===== src/rtl/pc_fetch_unit.sv =====
// -----------------------------------------------------------------------------
// pc_fetch_unit
//   Instruction fetch stage. Owns the program counter, issues one instruction
//   memory request at a time and presents each fetched word to decode/execute.
//   Taken branches resolved downstream redirect fetch and squash the
//   wrong-path instruction (or the response to an in-flight wrong-path request).
//
// Parameters
//   N         PC / address width
//   RESET_PC  fetch address after reset (bits [1:0] must be 0)
//   PC_STEP   sequential increment in bytes
//
// Ports
//   clk, rst       clock (rising edge), asynchronous active-high reset
//   imem_req       request, held with imem_addr stable until imem_ack
//   imem_addr      word-aligned fetch address
//   imem_ack       response valid (only meaningful while imem_req=1)
//   imem_data      instruction word, valid with imem_ack
//   instruction    fetched instruction, valid with inst_valid
//   pc             address of instruction
//   inst_valid     instruction available downstream
//   inst_ready     downstream accepts (transfer = inst_valid & inst_ready)
//   branch_valid   downstream resolved a branch this cycle
//   branch_taken   branch condition true; ignored unless branch_valid
//   branch_target  redirect address
// -----------------------------------------------------------------------------
module pc_fetch_unit #(
    parameter int unsigned    N        = 64,
    parameter logic [N-1:0]   RESET_PC = '0,
    parameter logic [N-1:0]   PC_STEP  = N'(4)
) (
    input  logic          clk,
    input  logic          rst,
    output logic          imem_req,
    output logic [N-1:0]  imem_addr,
    input  logic          imem_ack,
    input  logic [31:0]   imem_data,
    output logic [31:0]   instruction,
    output logic [N-1:0]  pc,
    output logic          inst_valid,
    input  logic          inst_ready,
    input  logic          branch_valid,
    input  logic          branch_taken,
    input  logic [N-1:0]  branch_target
);

    localparam logic [1:0] ST_IDLE   = 2'd0;
    localparam logic [1:0] ST_REQ    = 2'd1;
    localparam logic [1:0] ST_OUT    = 2'd2;
    localparam logic [1:0] ST_SQUASH = 2'd3;

    localparam logic [N-1:0] ALIGN_MASK = ~{{(N-2){1'b0}}, 2'b11};

    logic [1:0]   state_q,    state_d;
    logic [N-1:0] fetch_pc_q, fetch_pc_d;
    // Address of the wrong-path request still in flight while squashing;
    // fetch_pc may already hold the redirect target by then.
    logic [N-1:0] sq_addr_q,  sq_addr_d;
    logic [31:0]  instr_q,    instr_d;
    logic [N-1:0] pc_q,       pc_d;

    logic         redirect;
    logic [N-1:0] target_al;
    logic [N-1:0] addr_sel;

    assign redirect  = branch_valid & branch_taken;
    assign target_al = branch_target & ALIGN_MASK;

    always_comb begin
        state_d    = state_q;
        fetch_pc_d = fetch_pc_q;
        sq_addr_d  = sq_addr_q;
        instr_d    = instr_q;
        pc_d       = pc_q;

        // A taken branch retargets fetch regardless of state.
        if (redirect) begin
            fetch_pc_d = target_al;
        end

        case (state_q)
            ST_IDLE: begin
                state_d = ST_REQ;
            end
            ST_REQ: begin
                if (redirect) begin
                    // Response arriving with the redirect is wrong-path: drop it
                    // and request the target next cycle. Without an ack the
                    // outstanding request must still be allowed to complete.
                    if (!imem_ack) begin
                        state_d   = ST_SQUASH;
                        sq_addr_d = fetch_pc_q;
                    end
                end else if (imem_ack) begin
                    instr_d = imem_data;
                    pc_d    = fetch_pc_q;
                    state_d = ST_OUT;
                end
            end
            ST_OUT: begin
                // Redirect wins over a simultaneous transfer.
                if (redirect) begin
                    state_d = ST_REQ;
                end else if (inst_ready) begin
                    fetch_pc_d = fetch_pc_q + PC_STEP;
                    state_d    = ST_REQ;
                end
            end
            ST_SQUASH: begin
                if (imem_ack) begin
                    state_d = ST_REQ;
                end
            end
            default: begin
                state_d = ST_IDLE;
            end
        endcase
    end

    always_ff @(posedge clk or posedge rst) begin
        if (rst) begin
            state_q    <= ST_IDLE;
            fetch_pc_q <= RESET_PC;
            sq_addr_q  <= RESET_PC;
            instr_q    <= '0;
            pc_q       <= '0;
        end else begin
            state_q    <= state_d;
            fetch_pc_q <= fetch_pc_d;
            sq_addr_q  <= sq_addr_d;
            instr_q    <= instr_d;
            pc_q       <= pc_d;
        end
    end

    // Outputs decode from registered state only.
    assign addr_sel    = (state_q == ST_SQUASH) ? sq_addr_q : fetch_pc_q;
    assign imem_addr   = addr_sel & ALIGN_MASK;
    assign imem_req    = (state_q == ST_REQ) || (state_q == ST_SQUASH);
    assign inst_valid  = (state_q == ST_OUT);
    assign instruction = instr_q;
    assign pc          = pc_q;

endmodule


===== config.mk =====
export PLATFORM = sky130hd
export DESIGN_NAME = pc_fetch_unit
export DESIGN_NICKNAME = d
export VERILOG_FILES = /design/src/rtl/pc_fetch_unit.sv
export SDC_FILE = /design/constraint.sdc
export NUM_CORES = 1
export LEC_CHECK = 0
export BUFFER_PORTS_ARGS = -buffer_cell sky130_fd_sc_hd__clkbuf_2
export CAP_MARGIN = 30
export CORE_UTILIZATION = 51
export CTS_BUF_LIST = sky130_fd_sc_hd__clkbuf_16
export CTS_CLUSTER_SIZE = 40
export DETAILED_ROUTE_END_ITERATION = 10
export GPL_TIMING_DRIVEN = 0
export HOLD_SLACK_MARGIN = 0.05
export PLACE_DENSITY = 0.77
export SYNTH_ARGS = -nofsm -noshare
export SYNTH_HDL_FRONTEND = slang
export SYNTH_SLANG_ARGS = --single-unit
export TNS_END_PERCENT = 10

===== constraint.sdc =====
create_clock -name clk -period 7.55 [get_ports clk]
set_input_delay 0 -clock clk [delete_from_list [all_inputs] [get_ports clk]]
set_output_delay 0 -clock clk [all_outputs]
set_load 0.005 [all_outputs]

==> metrics.csv, run 1 <==
metric,value,unit
status,"complete, no violations",
Pwr Total,4550,µW
Top-Level Pins,264,
reg-to-reg critical path endpoint,sq_addr_q[45],
cell leakage power,0.00627,µW
Rows,52,
cts bufs inserted,24,
Critical Path Fanout Max,10,
remaining global-route overflow,0,
Area Overhead vs Synth,32.2,%
design area,14200,µm²
initial antenna violation count,2,
DRC errors left,0,
max-slew violations,0,
Crit path max-delay family,buffers and inverters,
Initial Util,0.524,
GP Congestion,0.879,
clock skew,20.3,ps
worst slew pin tran,886,ps
DR vias/cell,5.61,
Buffers on Ports,259,
most frequent cells in the layout,"clkbuf_2, dfrtp_1, mux2_2",
HP Class,primary input to flip-flop,
CP startpoint,state_q[0],
Setup crit end kind,output port,
drt wl/cell,19.6,µm
Area after DPL,12400,µm²
core area,20400,µm²
# Post-CTS Setup Buffers,0,
final wirelength,31300,µm
register area share after synthesis,0.523,
FF-to-FF setup slack,5010,ps
R2R depth,5,
post-route insts no fill,1592,
worst r2r src,state_q[1],
hold path start,branch_taken,
min cycle time layout,2680,ps
vias in the first global route,9216,
die area,21600,µm²
pwr/cell area,321,nW/µm²
Max VDD drop,0.223,mV
Routed Antenna Nets,0,
CTS sink cnt,224,
Crit Path Class,flip-flop to output port,
Post-synth ARST share,1.00,
Longest Clk Path Bufs,3,
Crit path depth,5,
Die Ht,147,µm
cell count after placement,1447,
Horiz. Die Dim,147,µm
crit-path max cell delay,530,ps
Main synth FF type,dfrtp_1,
1st-iter DRT viols,567,
Gate Count Post-Synth,915,
"Clk Latency, worst-skew pair",520,ps
clock-pin transition on the worst setup and hold timing paths,60,ps
hold depth,5,
"most common cell after layout, fill and taps aside",clkbuf_2,
largest net degree at the start of global routing,127,
Worst setup endpoint,imem_addr[61],
All-Layer GR Usage,0.292,
Relative slew margins,0.409,
Max Cap Viol,0,
Pre-Repair DR Iteration Count,5,
WP data arrival,2680,ps
Layout fillers,1480,
final setup fails,0,
first-pass GRT wire length,49800,µm
layout cells sized above 1,0.418,
warning count from the yosys run,0,
Synth Register Bits,224,
Setup TNS Final,0,ps
Yosys cell types,45,
vias after detailed routing,8928,
Mapped Avg Cell Area,11.7,µm²
critical path startpoint category,flip-flop,
WP buf/inv,3,
dpl hpwl,20800,µm
"Cell Chain, Critical Path","buf_2, nand2_1, clkbuf_1, mux2_2, clkbuf_2",
CTS Root Cell,clkbuf_16,
Final Hold Violating Endpoints,0,
slowest CP cell,clkbuf_1,
unrepaired setup endpoints after global routing,false,
Final Cycle Share,0.355,
Mapped Area,10700,µm²
FMAX,0.373,GHz
Finished Core Util,0.693,
WP data required,7550,ps
"EDFF count, synth",0,
htree depth,1,
Layout Nets,1405,
CTS tree,built,
-- stage by stage --
stage / hold slack [ps] / setup slack [ps]
after floorplan: 116 / 1420
after global placement: 206 / -1080
after detailed placement: 209 / 5020
after CTS: 96.8 / 4890
after global routing: 133 / 4810
final: 102 / 4870
-- cells in the mapped netlist (all sizes together), types with 9 or more instances --
| cell type | n | area, µm² |
|---|---|---|
| clkbuf | 44 | 169 |
| and4 | 10 | 87.6 |
| and3 | 10 | 62.6 |
| or4 | 9 | 71.3 |
| a31oi | 14 | 87.6 |
| nor2 | 26 | 97.6 |
| mux2 | 217 | 2440 |
| nor4 | 18 | 138 |
| and2 | 9 | 56.3 |
| o21ai | 55 | 275 |
| or3 | 9 | 56.3 |
| nor3 | 13 | 70.1 |
| nand2 | 84 | 315 |
| xnor2 | 17 | 149 |
| xor2 | 23 | 201 |
| nand4 | 39 | 244 |
| buf | 27 | 139 |
| dfrtp | 224 | 5610 |
| nand3 | 32 | 175 |
-- cell type report --
cell class              instances  area [µm²]  area share
plain buffers                  71         308      0.0217
multi-input cells             617        4790       0.338
diodes                          2        5.00    0.000354
flip-flops and latches        224        5610       0.396
clock inverters                19         140     0.00990
well taps                     270         338      0.0239
clock buffers                  25         626      0.0442
inverters                       4        22.5     0.00159
repair buffers                360        2330       0.164
-- logic make-up after synthesis --
kind of cell	after synthesis	synth area share
flip-flops	224	0.523
multiplexers	220	0.231
AND/OR/NAND/NOR	272	0.138
AO/OA/AOI/OAI	82	0.0432
XOR/XNOR	40	0.0327
buffers and inverters	75	0.0301
other	1	0.000350
adder cells (fa/ha/maj)	1	0.00117
-- report_power, final --
part	total, µW	leakage (µW)	switching [µW]	internal [µW]
Combinational	1460	0.00322	633	829
Sequential	1940	0.00268	287	1650
Clock	1150	0.000382	483	665
Total	4550	0.00627	1400	3150
-- worst reg2reg max path, cell delays in order (launching register included) --
cell and delay [ps]:
dfrtp_1 360, buf_2 170, nor4b_2 760, buf_6 230
clkbuf_1 490, mux2_2 410
-- per-layer routing --
| metal | global-route usage | wire [µm] |
|---|---|---|
| met1 | 0.378 | 12900 |
| met2 | 0.502 | 15500 |
| met3 | 0.0494 | 2000 |
| met4 | 0.0928 | 916 |
| met5 | 0 | 0 |
-- flip-flops by register name, summed over array words and instances, names as in the netlist --
signal       cells
fetch_pc_q      64
instruction     32
pc              64
sq_addr_q       62
state_q          2
-- timing repair --
action	in CTS	in global routing
hold endpoints to repair	221	0
hold buffers	99	0
endpoints found under the setup margin	0	0
resized for setup	0	0
-- worst min path at each step --
stage / slack, ps / end
floorplan: 120 / fetch_pc_q[45]
global placement: 210 / fetch_pc_q[27]
detailed placement: 210 / fetch_pc_q[31]
CTS: 100 / fetch_pc_q[57]
global route: 130 / fetch_pc_q[61]
finish: 100 / fetch_pc_q[57]
Power figures use the tool's default switching activity.
==> inputs of run 2 (changes only) <==
--- a/config.mk
+++ b/config.mk
@@ -5,15 +5,16 @@
 export SDC_FILE = /design/constraint.sdc
 export NUM_CORES = 1
 export LEC_CHECK = 0
+export ABC_AREA = 1
 export BUFFER_PORTS_ARGS = -buffer_cell sky130_fd_sc_hd__clkbuf_2
 export CAP_MARGIN = 30
-export CORE_UTILIZATION = 51
+export CORE_UTILIZATION = 49
 export CTS_BUF_LIST = sky130_fd_sc_hd__clkbuf_16
 export CTS_CLUSTER_SIZE = 40
 export DETAILED_ROUTE_END_ITERATION = 10
 export GPL_TIMING_DRIVEN = 0
 export HOLD_SLACK_MARGIN = 0.05
-export PLACE_DENSITY = 0.77
+export PLACE_DENSITY = 0.76
 export SYNTH_ARGS = -nofsm -noshare
 export SYNTH_HDL_FRONTEND = slang
 export SYNTH_SLANG_ARGS = --single-unit
==> constraint.sdc (replaced) <==
create_clock -name clk -period 2.46 [get_ports clk]
set_input_delay 0 -clock clk [delete_from_list [all_inputs] [get_ports clk]]
set_output_delay 0 -clock clk [all_outputs]
set_load 0.005 [all_outputs]
==> run 2 against run 1 <==
  * Combinational power grew to 4.5 times the previous value
  * Wire length increased by 33%
  * Synthesized cell count increased by 74%
  * Cell area increased by 7.8%
  * Register-to-register slack got worse by 4900 ps
  * Critical path depth up 7
  * Sequential cell count unchanged
  * Sequential share of layout area down 2.9 points
  * Die area grew 12%
  * Via count grew 40%
  * First-iteration DRC count rose by 61%
  * Largest power group is now combinational cells
==> metrics.csv, run 2 <==
metric,value,unit
status,"complete, no violations",
Critical Path Fanout Max,6,
CP startpoint,fetch_pc_q[2],
WP data required,2930,ps
Longest Clk Path Bufs,3,
cell count after placement,2166,
Initial Util,0.505,
reg-to-reg critical path endpoint,fetch_pc_q[34],
HP Class,primary input to flip-flop,
register area share after synthesis,0.484,
htree depth,1,
CTS Root Cell,clkbuf_16,
global-route met1 utilization,0.440,
"Cell Chain, Critical Path","ha_2, inv_1, nor2_4, nand2_4, nor2_4, nand2_4, inv_2, nand3_4, a21oi_1, o21ai_1, nand2_1, dlygate4sd3_1",
# diodes,0,
cell with the most instances after synthesis,nand2_1,
core area,22900,µm²
die area,24200,µm²
ranking of synthesized cells by area,"dfrtp_1, nand2_1, nor2_1",
Final Cycle Share,0.974,
crit-path max cell delay,550,ps
Relative slew margins,0.470,
layout cells sized above 1,0.188,
design area,15300,µm²
Crit Path Class,flip-flop to flip-flop,
Post-synth ARST share,1.00,
Top-Level Pins,264,
max-slew violations,0,
largest net degree at the start of global routing,41,
1st-iter DRT viols,913,
cts bufs inserted,25,
Main synth FF type,dfrtp_1,
DR vias/cell,5.40,
most frequent cells in the layout,"nand2_1, clkbuf_2, dfrtp_1",
"EDFF count, synth",0,
Setup TNS Final,0,ps
Area after DPL,13400,µm²
All-Layer GR Usage,0.349,
unrepaired setup endpoints after global routing,true,
Mapped Area,11600,µm²
final setup fails,0,
Max VDD drop,0.679,mV
Mapped Avg Cell Area,7.29,µm²
top cell type by total area after synthesis,dfrtp_1,
remaining global-route overflow,0,
worst r2r src,fetch_pc_q[2],
dpl hpwl,30200,µm
grt peak-use layer,met2,
cell leakage power,0.00754,µW
vias in the first global route,12200,
initial antenna violation count,0,
min cycle time layout,2400,ps
slowest CP cell,dlygate4sd3_1,
Setup crit end kind,flip-flop,
clock-pin transition on the worst setup and hold timing paths,60,ps
FF-to-FF setup slack,60,ps
GR Layer Usage met2,0.579,
worst slew pin tran,795,ps
CTS sink cnt,224,
Finished Core Util,0.666,
critical path startpoint category,flip-flop,
top post-synthesis cells by count,"nand2_1, dfrtp_1, nor2_1",
vias after detailed routing,12500,
area of the multi-input gates,5190,µm²
warning count from the yosys run,0,
Rows,55,
GP Congestion,1.02,
FF/Latch Area,5610,µm²
first-pass GRT wire length,65200,µm
drt wl/cell,18.1,µm
Max Cap Viol,0,
Final Hold Violating Endpoints,0,
Worst setup endpoint,fetch_pc_q[34],
FMAX,0.417,GHz
Min Hold Slack,89.8,ps
Synth top area share,0.484,
Pre-Repair DR Iteration Count,7,
Layout fillers,2025,
WP data arrival,2860,ps
DRC errors left,0,
pwr/cell area,1100,nW/µm²
Die Ht,156,µm
"Clk Latency, worst-skew pair",540,ps
R2R depth,12,
routing usage on met3,0.0781,
post-route insts no fill,2312,
"most common cell after layout, fill and taps aside",nand2_1,
# Post-CTS Setup Buffers,0,
clock skew,13.6,ps
Routed Antenna Nets,0,
Area Overhead vs Synth,31.8,%
Synth Register Bits,224,
Buffers on Ports,258,
Yosys cell types,36,
Horiz. Die Dim,156,µm
final wirelength,41700,µm
Layout Nets,2083,
CTS tree,built,
Gate Count Post-Synth,1588,
hold depth,5,
## run 2: cell type report
class	instances	area share
plain buffers	78	0.0239
clock buffers	25	0.0410
clock inverters	21	0.0144
inverters	119	0.0296
multi-input cells	1168	0.340
flip-flops and latches	224	0.367
well taps	313	0.0257
repair buffers	364	0.158
## run 2: where the power goes
group / switching (µW) / leakage, µW / total [µW] / internal, µW
logic: 4020 / 0.00431 / 6600 / 2580
clock network: 1620 / 0.000418 / 3910 / 2290
registers: 1100 / 0.00282 / 6320 / 5220
total: 6740 / 0.00754 / 16800 / 10100
## run 2: worst min-delay path by stage
stage                      endpoint  slack, ps              start
floorplan            fetch_pc_q[17]        120  branch_target[17]
global placement    instruction[12]        200      imem_data[12]
detailed placement           pc[40]         80                rst
CTS                  fetch_pc_q[21]         70         inst_ready
global route                 pc[40]        140                rst
finish               fetch_pc_q[21]         90         inst_ready
## run 2: metal layers
metal | vias up | wire length, µm
li1 | 5896 | -
met1 | 5918 | 17100
met2 | 570 | 19500
met3 | 110 | 3480
met4 | 0 | 1730
met5 | - | 0
## run 2: metrics by stage
stage	power [µW]	setup WS (ps)
after floorplan	9710	-464
after global placement	12400	-1900
after detailed placement	12600	33.6
after CTS	16700	-0.589
after global routing	18000	-21.8
final	16800	63.9
## run 2: logic make-up (layout without fill, tap and decap cells)
logic type / count (synthesis) / in the layout / share of synthesized area
buffers and inverters: 197 / 607 / 0.0692
and+or+nand+nor: 828 / 828 / 0.293
xor gates and xnor gates: 6 / 6 / 0.00454
DFF: 224 / 224 / 0.484
AOI/OAI and AO/OA: 331 / 331 / 0.148
adders and majority gates: 1 / 1 / 0.00108
other: 1 / 2 / 0.000324
## run 2: what timing repair did
action | in CTS | in global routing
setup endpoints to repair | 62 | 22
pin swaps | 0 | 1
hold endpoints to repair | 176 | 0
gates resized for setup | 6 | 9
hold buffers | 100 | 0
cloned | 0 | 0
## run 2: critical path: cells and delay by family (launching register included)
| kind | cells | cell delay (ps) |
|---|---|---|
| AO/OA/AOI/OAI | 2 | 220 |
| adder cells (fa/ha/maj) | 1 | 210 |
| buffers and inverters | 3 | 710 |
| flip-flops | 1 | 400 |
| AND/OR/NAND/NOR | 6 | 770 |
==> inputs of run 3 (changes only) <==
--- a/config.mk
+++ b/config.mk
@@ -8,13 +8,13 @@
 export ABC_AREA = 1
 export BUFFER_PORTS_ARGS = -buffer_cell sky130_fd_sc_hd__clkbuf_2
 export CAP_MARGIN = 30
-export CORE_UTILIZATION = 49
+export CORE_UTILIZATION = 45
 export CTS_BUF_LIST = sky130_fd_sc_hd__clkbuf_16
 export CTS_CLUSTER_SIZE = 40
 export DETAILED_ROUTE_END_ITERATION = 10
 export GPL_TIMING_DRIVEN = 0
 export HOLD_SLACK_MARGIN = 0.05
-export PLACE_DENSITY = 0.76
+export PLACE_DENSITY = 0.68
 export SYNTH_ARGS = -nofsm -noshare
 export SYNTH_HDL_FRONTEND = slang
 export SYNTH_SLANG_ARGS = --single-unit
==> constraint.sdc (replaced) <==
create_clock -name clk -period 2.4 [get_ports clk]
set_input_delay 0 -clock clk [delete_from_list [all_inputs] [get_ports clk]]
set_output_delay 0 -clock clk [all_outputs]
set_load 0.005 [all_outputs]
==> run 3 against run 2 <==
  * Sequential cell count did not move
  * Sequential power rose by 2%
  * Critical endpoint is now imem_addr[36]
  * Worst hold slack improved by 42 ps
==> metrics.csv, run 3 (synthesis gave the netlist of run 2 again) <==
metric,value,unit
# Post-CTS Setup Buffers,0,
vias in the first global route,11700,
worst r2r src,state_q[1],
most frequent CP cell,clkbuf_2,
Longest Clk Path Bufs,3,
unrepaired setup endpoints after global routing,false,
CTS tree,built,
final wirelength,41500,µm
hold depth,6,
Setup crit end kind,output port,
crit-path max cell delay,470,ps
Max Cap Viol,0,
pwr/cell area,1100,nW/µm²
post-route insts no fill,2329,
clock skew,17.1,ps
cell leakage power,0.00751,µW
min cycle time layout,2250,ps
Pre-Repair DR Iteration Count,5,
R2R depth,6,
reg-to-reg critical path endpoint,sq_addr_q[17],
hold path start,branch_valid,
vias after detailed routing,12200,
clock-pin transition on the worst setup and hold timing paths,70,ps
Initial Util,0.460,
"Clk Latency, worst-skew pair",540,ps
Final Cycle Share,0.938,
sequential power share,0.388,
Buffers on Ports,258,
"most common cell after layout, fill and taps aside",nand2_1,
worst slew pin tran,835,ps
Relative slew margins,0.442,
All-Layer GR Usage,0.318,
most frequent cells in the layout,"nand2_1, clkbuf_2, dfrtp_1",
drt wl/cell,17.8,µm
htree depth,1,
FF-to-FF setup slack,220,ps
DRC errors left,0,
1st-iter DRT viols,1010,
FMAX,0.444,GHz
Die Ht,162,µm
Layout fillers,2343,
GP Congestion,0.948,
remaining global-route overflow,0,
dpl hpwl,30600,µm
# diodes,0,
Area Overhead vs Synth,31.0,%
Rows,58,
WP data arrival,2250,ps
largest net degree at the start of global routing,42,
max-slew violations,0,
HP Class,primary input to flip-flop,
layout cells sized above 1,0.186,
Final Hold Violating Endpoints,0,
Routed Antenna Nets,0,
CP startpoint,state_q[0],
first-pass GRT wire length,65000,µm
core area,25200,µm²
Crit Path Class,flip-flop to output port,
CTS sink cnt,224,
CTS Root Cell,clkbuf_16,
Gate power share,0.401,
Sw Ratio,0.407,
Critical Path Fanout Max,10,
final setup margin,148,ps
Finished Core Util,0.602,
Max VDD drop,0.668,mV
initial antenna violation count,1,
Horiz. Die Dim,162,µm
Layout Nets,2083,
WP data required,2400,ps
Clk pwr share,0.211,
cts bufs inserted,25,
Top-Level Pins,264,
status,"complete, no violations",
Crit path max-delay family,buffers and inverters,
switching pwr,6790,µW
"Cell Chain, Critical Path","nand2_2, clkbuf_4, clkbuf_2, a21oi_1, clkbuf_2",
slowest CP cell,dfrtp_1,
final setup fails,0,
Min Hold Slack,131,ps
Setup WS pre-CTS,-21.7,ps
cell count after placement,2183,
DR vias/cell,5.26,
WP buf/inv,3,
WHS Endpoint,fetch_pc_q[53],
internal power,9890,µW
critical path startpoint category,flip-flop,
die area,26400,µm²
run 3: power by group through the flow:
stage                     Clock (µW)  Combinational [µW]  Sequential, µW
after floorplan                    0                3650            6310
after global placement             0                6330            6420
after detailed placement           0                6490            6450
after CTS                       3550                6660            6430
after global routing            3710                7590            6660
final                           3520                6700            6460
run 3: worst reg2reg max path, delay by kind of cell, from the launching register on:
family          cells  cell delay [ps]
compound gates      1               90
buf+inv             3              840
simple gates        2              680
flops               1              430
run 3: layer usage:
metal	share of wire	wire length, µm	track usage	vias up
li1	-	-	-	5905
met1	0.44	18100	0.440	5753
met2	0.47	19300	0.519	512
met3	0.073	3020	0.0484	69
met4	0.026	1070	0.0901	0
met5	0	0	0	-
run 3: how the worst max path moves through the flow:
stage / cells past startpoint / end / slack (ps)
after floorplan: 1 / fetch_pc_q[0] / -520
final: 5 / imem_addr[36] / 150
after CTS: 5 / imem_addr[3] / 10
after global placement: 2 / pc[0] / -2020
after global routing: 5 / imem_addr[42] / 50
after detailed placement: 5 / imem_addr[52] / -20
run 3: layout make-up:
class | instances | area, µm² | area share
clock inverter | 21 | 103 | 0.00677
sequential | 224 | 5610 | 0.370
timing repair buffer | 364 | 2420 | 0.160
tap | 330 | 413 | 0.0272
clock buffer | 25 | 626 | 0.0413
multi-input combinational | 1168 | 5180 | 0.342
buffer | 78 | 365 | 0.0241
inverter | 119 | 452 | 0.0298
run 3: what timing repair did:
item                                    4_1_cts  5_1_grt
resized for setup                             6        9
hold buffers                                100        0
endpoints found under the setup margin       62      101
endpoints found under the hold margin       129        0
run 3: per-stage QoR:
| stage | TNS [ps] | total power (µW) | instance area [µm²] |
|---|---|---|---|
| after floorplan | -117380 | 9960 | 11600 |
| after global placement | -449140 | 12700 | 13300 |
| after detailed placement | -62.8 | 12900 | 13400 |
| after CTS | 0 | 16600 | 15200 |
| after global routing | 0 | 18000 | 15200 |
| final | 0 | 16700 | 15200 |
